`src/rtl/regfile_mp.sv`:
```
// Multi-port register file for the pipelined datapath: two write ports, NRD combinational
// read ports with optional write-to-read bypass, and a per-register pending scoreboard.
module regfile_mp #(
  parameter int DW     = 32,
  parameter int DEPTH  = 32,
  parameter int AW     = $clog2(DEPTH),
  parameter int NRD    = 2,
  parameter int BYPASS = 1
) (
  input  logic              clk,
  input  logic              rst,
  input  logic [NRD*AW-1:0] rd_addr,
  output logic [NRD*DW-1:0] rd_data,
  output logic [NRD-1:0]    rd_busy,
  input  logic              we0,
  input  logic [AW-1:0]     wa0,
  input  logic [DW-1:0]     wd0,
  input  logic              we1,
  input  logic [AW-1:0]     wa1,
  input  logic [DW-1:0]     wd1,
  input  logic              iss_en,
  input  logic [AW-1:0]     iss_addr,
  output logic              iss_waw,
  output logic [AW:0]       pend_cnt
);

  logic [DW-1:0]    mem_q [DEPTH];
  logic [DEPTH-1:0] pend_q, pend_d;
  logic [AW:0]      pend_cnt_q, pend_cnt_d;

  // Issue beats a simultaneous write: the newly issued producer is the one still outstanding.
  always_comb begin
    pend_d = pend_q;
    for (int r = 1; r < DEPTH; r++) begin
      if (iss_en && (iss_addr == AW'(r))) begin
        pend_d[r] = 1'b1;
      end else if ((we0 && (wa0 == AW'(r))) || (we1 && (wa1 == AW'(r)))) begin
        pend_d[r] = 1'b0;
      end
    end
    pend_d[0] = 1'b0;
    pend_cnt_d = '0;
    for (int r = 0; r < DEPTH; r++) begin
      pend_cnt_d = pend_cnt_d + {{AW{1'b0}}, pend_d[r]};
    end
  end

  always_ff @(posedge clk or posedge rst) begin
    if (rst) begin
      for (int r = 0; r < DEPTH; r++) begin
        mem_q[r] <= '0;
      end
      pend_q     <= '0;
      pend_cnt_q <= '0;
    end else begin
      // Port 1 is written last so it wins a same-address collision.
      if (we0 && (wa0 != '0)) mem_q[wa0] <= wd0;
      if (we1 && (wa1 != '0)) mem_q[wa1] <= wd1;
      pend_q     <= pend_d;
      pend_cnt_q <= pend_cnt_d;
    end
  end

  for (genvar k = 0; k < NRD; k++) begin : g_rd
    logic [AW-1:0] addr;
    logic          hit0, hit1;
    logic [DW-1:0] data;

    always_comb begin
      addr = rd_addr[k*AW +: AW];
      hit0 = (BYPASS != 0) && we0 && (wa0 == addr);
      hit1 = (BYPASS != 0) && we1 && (wa1 == addr);
      data = mem_q[addr];
      if (hit1) begin
        data = wd1;
      end else if (hit0) begin
        data = wd0;
      end
      if ((addr == '0) || rst) data = '0;
    end

    assign rd_data[k*DW +: DW] = data;
    assign rd_busy[k]          = !rst && pend_q[addr] && !(hit0 || hit1);
  end

  assign iss_waw  = !rst && iss_en && (iss_addr != '0) && pend_q[iss_addr];
  assign pend_cnt = pend_cnt_q;

endmodule
```
`config.mk`:
```
export PLATFORM = sky130hd
export DESIGN_NAME = regfile_mp
export DESIGN_NICKNAME = d
export VERILOG_FILES = /design/src/rtl/regfile_mp.sv
export SDC_FILE = /design/constraint.sdc
export NUM_CORES = 2
export LEC_CHECK = 0
export BUFFER_PORTS_ARGS = -buffer_cell sky130_fd_sc_hd__clkbuf_2
export CAP_MARGIN = 20
export CORE_MARGIN = 2
export CORE_UTILIZATION = 38
export DETAILED_ROUTE_END_ITERATION = 8
export GPL_TIMING_DRIVEN = 0
export PLACE_DENSITY = 0.5
export SLEW_MARGIN = 20
export SYNTH_ARGS = -nofsm -noshare
export SYNTH_HDL_FRONTEND = slang
export SYNTH_SLANG_ARGS = --single-unit
export TNS_END_PERCENT = 10
```
`constraint.sdc`:
```
create_clock -name clk -period 49.3 [get_ports clk]
set_input_delay 9.86 -clock clk [delete_from_list [all_inputs] [get_ports clk]]
set_output_delay 9.86 -clock clk [all_outputs]
set_load 0.03 [all_outputs]
```
=== Word level (Yosys, flattened, before mapping) ===
Cells that the tools add are included.

* $add $sub $neg: 30
* Bitwise operators: 4
* Equal/unequal tests: 97
* Reduce and logical (&&, ||, !) cells: 151
* Mux-type cells: 88
* $lt $le $gt $ge: 9

{| class="wikitable"
|+ Operator list
! operator !! number
|-
| 1024-bit bitwise mux || 2
|-
| 1024-bit two-way mux || 2
|-
| 32-bit two-way mux || 12
|-
| 32-bit binary-select mux with 5-bit select || 2
|-
| 32-bit demux with 5-bit select || 2
|-
| 5-bit equality test, second input constant || 48
|-
| 6-bit by 1-bit adder with 6-bit output || 25
|-
| 5-bit by 4-bit equality test with 1-bit output, second input constant || 24
|-
| 1-bit logical AND || 108
|-
| 1-bit two-way mux || 65
|-
| 5-bit by 3-bit equality test with 1-bit output, second input constant || 12
|-
| 1-bit logical OR || 35
|-
| 5-bit by 2-bit equality test with 1-bit output, second input constant || 6
|-
| 6-bit >= comparator, second input constant || 4
|-
| 5-bit inverter with 6-bit output || 4
|-
| 5-bit equality test || 4
|-
| 5-bit by 6-bit less-than comparator with 1-bit output, second input constant || 3
|-
| 1-bit binary-select mux with 5-bit select || 3
|-
| 5-bit by 1-bit equality test with 1-bit output, second input constant || 3
|-
| 5-bit nonzero test || 3
|-
| 6-bit by 1-bit less-than comparator with 1-bit output, second input constant || 2
|-
| 5-bit zero test || 2
|-
| 5-bit by 1-bit adder with 6-bit output || 1
|-
| 4-bit by 1-bit adder with 5-bit output || 1
|-
| 4 further kinds || 6
|}

* Register bits: 1,061
* Bits of input ports: 94
* Output and inout port bits: 73
* Word-level logic and storage cells: 413

=== Logic depth before layout (Yosys ltp) ===
* Word-level depth: 35
* Depth in mapped cells: 23

=== Least setup slack after synthesis ===
Ideal clock, no wire load.

* Path type: input to output
* Start point: in rst
* End point: out iss_waw
* Cell stages on the path: 2
* Path buffers: 0
* Path slack: 5,283 ps
* Arrival time: 34,157 ps
* Cell sequence: inv_1 > o2111a_1

* Cells in the longest elaborated chain, start to end: 4

{| class="wikitable"
|+ RTL lines
! item !! RTL line !! text
|-
| start: declaration || 11 || <nowiki>input logic rst,</nowiki>
|-
| 1-bit zero test || 86 || <nowiki>assign iss_waw = !rst && iss_en && (iss_addr != '0) && pend_q[iss_addr];</nowiki>
|-
| 1-bit logical AND (3 in a row) || 86 ||
|-
| end: declaration || 23 || <nowiki>output logic iss_waw,</nowiki>
|}

No other way between the ends.

=== Worst setup path in the final report ===
* Start point: in rd_addr[8]
* End point: out rd_data[55]

* Cells in the longest elaborated chain, start to end: 7
* Elaborated cells between the ends (all ways): 13

{| class="wikitable"
|+ RTL lines
! item !! RTL line !! text
|-
| start: declaration || 12 || <nowiki>input logic [NRD*AW-1:0] rd_addr,</nowiki>
|-
| 5-bit inverter with 6-bit output (not written as such) || 73 || <nowiki>data = mem_q[addr];</nowiki>
|-
| 32-bit binary-select mux with 5-bit select || 73 ||
|-
| 32-bit two-way mux (not written as such) (2 in a row) || 73 ||
|-
| 32-bit two-way mux || 76 || <nowiki>end else if (hit0) begin</nowiki>
|-
| 32-bit two-way mux || 74 || <nowiki>if (hit1) begin</nowiki>
|-
| 32-bit two-way mux * || 79 || <nowiki>if ((addr == '0) || rst) data = '0;</nowiki>
|-
| end: declaration || 13 || <nowiki>output logic [NRD*DW-1:0] rd_data,</nowiki>
|}

Every way passes the cells marked *; elsewhere a longest branch is shown, timed or not. The select of a mux whose other input is x is not followed.

==> qor.tcl <==
set qor(synth.cells.most_frequent) {1061 x dfrtp_1, 983 x mux2i_1, 579 x nand2_1, 547 x nor2_1, 535 x mux4_2}
set qor(synth.distinct_cells) 63
set qor(grt_antenna_before_repair) 21
set qor(register_bit_total_from_synthesis) 1061
set qor(grtUsageTotal_pct) 36.2
set qor(cts_tree) {yes}
set qor(ff_to_ff_setup_slack_ns) 43.53
set qor(drive_above_1_share_pct) 18.1
set qor(drv_slew) 0
set qor(synthMostInstantiatedCell) {dfrtp_1}
set qor(grt_start_max_net_pins) 99
set qor(edff_count_synth) 0
set qor(gpl.final_weighted_congestion) 1.04
set qor(final.hold.worst_slack_ns) 0.478
set qor(clk_transition_reported_paths_ns) 0.05
set qor(syn_nets) 6458
set qor(initial_core_util_pct) 38.1
set qor(hold_path_class) {reg2reg}
set qor(cell_count_after_synthesis) 6334
set qor(wirelength_routed_um) 334000
set qor(drt-initial-drc-count) 7970
set qor(detail_route.wl_per_cell_um) 36.8
set qor(power_per_cell_area_mw_per_mm2) 45.6
set qor(totalNegativeSetupSlack_ns) 0
set qor(rsz_0062_raised_after_global_routing) {false}
set qor(power.leakage_nw) 32.8
set qor(netlist_top_cells_area) {dfrtp_1 39%, mux4_2 18%, mux2i_1 15%}
set qor(place.detailed.hpwl_um) 267000
set qor(drv.max_cap_violation_count) 0
set qor(fin_crit_sh_pct) 48.6
set qor(ctsResizeCount) 0
set qor(critPathArrivalTime_ns) 14.09
set qor(floorplan.rows) 155
set qor(synthToLayoutAreaGrowth_pct) 12.8
set qor(boundaryPins) 167
set qor(post-layout-total-power_w) 0.00349
set qor(route.vias.total) 58200
set qor(timing.critical_path.to_type) {output port}
set qor(final_design_area_no_fill_mm2) 0.0765
set qor(drt-vias-per-instance) 6.41
set qor(ys_dominant_reg_cell) {dfrtp_1}
set qor(crit_fanout) 10
set qor(final_setup_vio_count) 0
set qor(cts-buffers-inserted) 134
set qor(chipWidth_um) 427
set qor(synthesis.yosys.warnings) 0
set qor(postCtsSetupRepairBufs) 0
set qor(mappedNetlistArea_mm2) 0.0678
set qor(startpoint_type) {input pin}
set qor(chipHeight_um) 427
set qor(timing.reg2reg.worst_path_depth) 15
set qor(max-clock-path-buffers) 3
set qor(mean_instance_size_in_the_synthesized_netlist_um2) 10.7
set qor(worstSkewPairLatency_ns) 0.81
set qor(clockRootBuffer) {clkbuf_16}
set qor(hold_path_cells) 1
set qor(worst_relative_slew_slack_pct) 13.1
set qor(detail_route.drc_violations) 0
set qor(cp.required_ns) 39.44
set qor(status) {completed}
set qor(yosys_top_cell_by_area) {dfrtp_1}
set qor(numClockSinks) 1061
set qor(route.antenna.remaining_nets) 0
set qor(crit_type) {in2out}
set qor(nets) 6715
set qor(grt_first_pass_wirelength_um) 456000
set qor(core_region_area_mm2) 0.178
set qor(final_period_minus_worst_setup_slack_ns) 23.95
set qor(ys_async_sr_fraction_pct) 100
set qor(timing.final.hold_violations) 0
set qor(postCtsHoldBufs) 0
set qor(post_dp_cell_area_mm2) 0.0717
set qor(yosysTopAreaCellShare_pct) 39.1
set qor(worst-slew-pin-transition_ns) 1.29
set qor(detail_route.first_pass.iterations) 6
set qor(cts_max_level) 4
set qor(dieArea_mm2) 0.182
set qor(grt_pass1_vias) 56000
set qor(total_overflow_reported_by_the_global_router) 0
set qor(clock-skew-final_ns) 0.0136
set qor(port_buffers) 105
set qor(final_core_util_pct) 43.0
set qor(max_clock_freq_mhz) 41.8
set qor(synth_sequential_area_ratio_pct) 39.1
set qor(worst_ir_drop_vdd_mv) 0.116
[through the flow]
stage / cells / setup WS, ns
after floorplan: 6334 / 5.28
after global placement: 8794 / -6.67
after detailed placement: 8807 / 25.57
after CTS: 9050 / 25.56
after global routing: 9065 / 25.47
final: 9073 / 25.35
[flip-flops by register name (all words and copies together) (netlist names)]
| register | flops |
|---|---|
| mem_q | 1024 |
| pend_q | 31 |
| pend_cnt | 6 |
[layout by cell type (no fill, tap or decap), types with 7 or more instances in the layout]
master | synthesis | routed
clkbuf_1 | 501 | 518
clkbuf_2 | 15 | 129
nand2_1 | 579 | 579
a221oi_1 | 15 | 15
mux4_2 | 535 | 535
diode_2 | 0 | 20
a22oi_1 | 169 | 169
clkbuf_8 | 0 | 25
o21ai_0 | 475 | 475
xnor2_1 | 14 | 14
nand3_1 | 9 | 9
buf_6 | 11 | 12
nor4_1 | 65 | 63
nor2_2 | 10 | 10
buf_2 | 194 | 194
fa_1 | 23 | 23
a22o_1 | 123 | 123
nor3_1 | 9 | 7
a32o_1 | 13 | 13
mux2i_1 | 983 | 983
a32oi_1 | 89 | 89
nor2_1 | 547 | 547
bufinv_16 | 0 | 19
o21ai_1 | 42 | 42
ha_1 | 7 | 7
inv_1 | 48 | 47
dfrtp_1 | 1061 | 1061
nand2b_1 | 13 | 13
a21oi_1 | 484 | 484
and2_1 | 23 | 23
buf_4 | 68 | 69
clkinv_2 | 0 | 22
buf_16 | 0 | 13
clkbuf_16 | 0 | 139
a221o_1 | 60 | 60
xor2_1 | 9 | 9
buf_1 | 52 | 52
nor2b_1 | 12 | 12
[cell families after synthesis]
group / share of synthesized area, %
multiplexers: 32.3
AO/OA/AOI/OAI: 13.6
AND/OR/NAND/NOR: 8.02
flip-flops: 39.1
buffers and inverters: 5.81
adder cells (fa/ha/maj): 0.808
XOR/XNOR: 0.297
[layout make-up]
type | count | area [um2]
timing repair buffer | 121 | 910
multi-input combinational | 4383 | 37400
fill | 17100 | 101000
clock inverter | 53 | 815
inverter | 49 | 191
tap | 2355 | 2950
clock buffer | 190 | 3920
antenna | 20 | 50.0
buffer | 841 | 3770
sequential | 1061 | 26600
[routing by layer]
metal / vias to the layer above / GRT usage, % / wire (um)
li1: 24000 / - / -
met1: 30200 / 48.5 / 135000
met2: 3299 / 53.6 / 146000
met3: 679 / 8.32 / 29900
met4: 6 / 21.6 / 22000
met5: - / 0 / 33
[power breakdown]
part	internal [W]	total [W]	switching, W
clock network	0.000654	0.00109	0.000433
registers	0.00110	0.00130	0.000197
logic	0.000514	0.00111	0.000594
total	0.00227	0.00349	0.00122
[worst paths after layout]
| kind | startpoint | end |
|---|---|---|
| max | rd_addr[8] | rd_data[55] |
| min | mem_q[1018] | mem_q[1018] |
| max reg2reg | pend_q[16] | pend_cnt[4] |
| min reg2reg | mem_q[1018] | mem_q[1018] |
| max in group asynchronous | rst | mem_q[871] |
| min in group asynchronous | rst | pend_q[16] |
[critical path, stage by stage]
cell      delay, ns
clkbuf_1       0.66
nor2_1         0.44
a21oi_1        0.70
o21ai_1        0.49
buf_2          0.35
nor4_1         1.05
a221o_1        0.29
clkbuf_2       0.23
(Power assumes the default switching activity.)
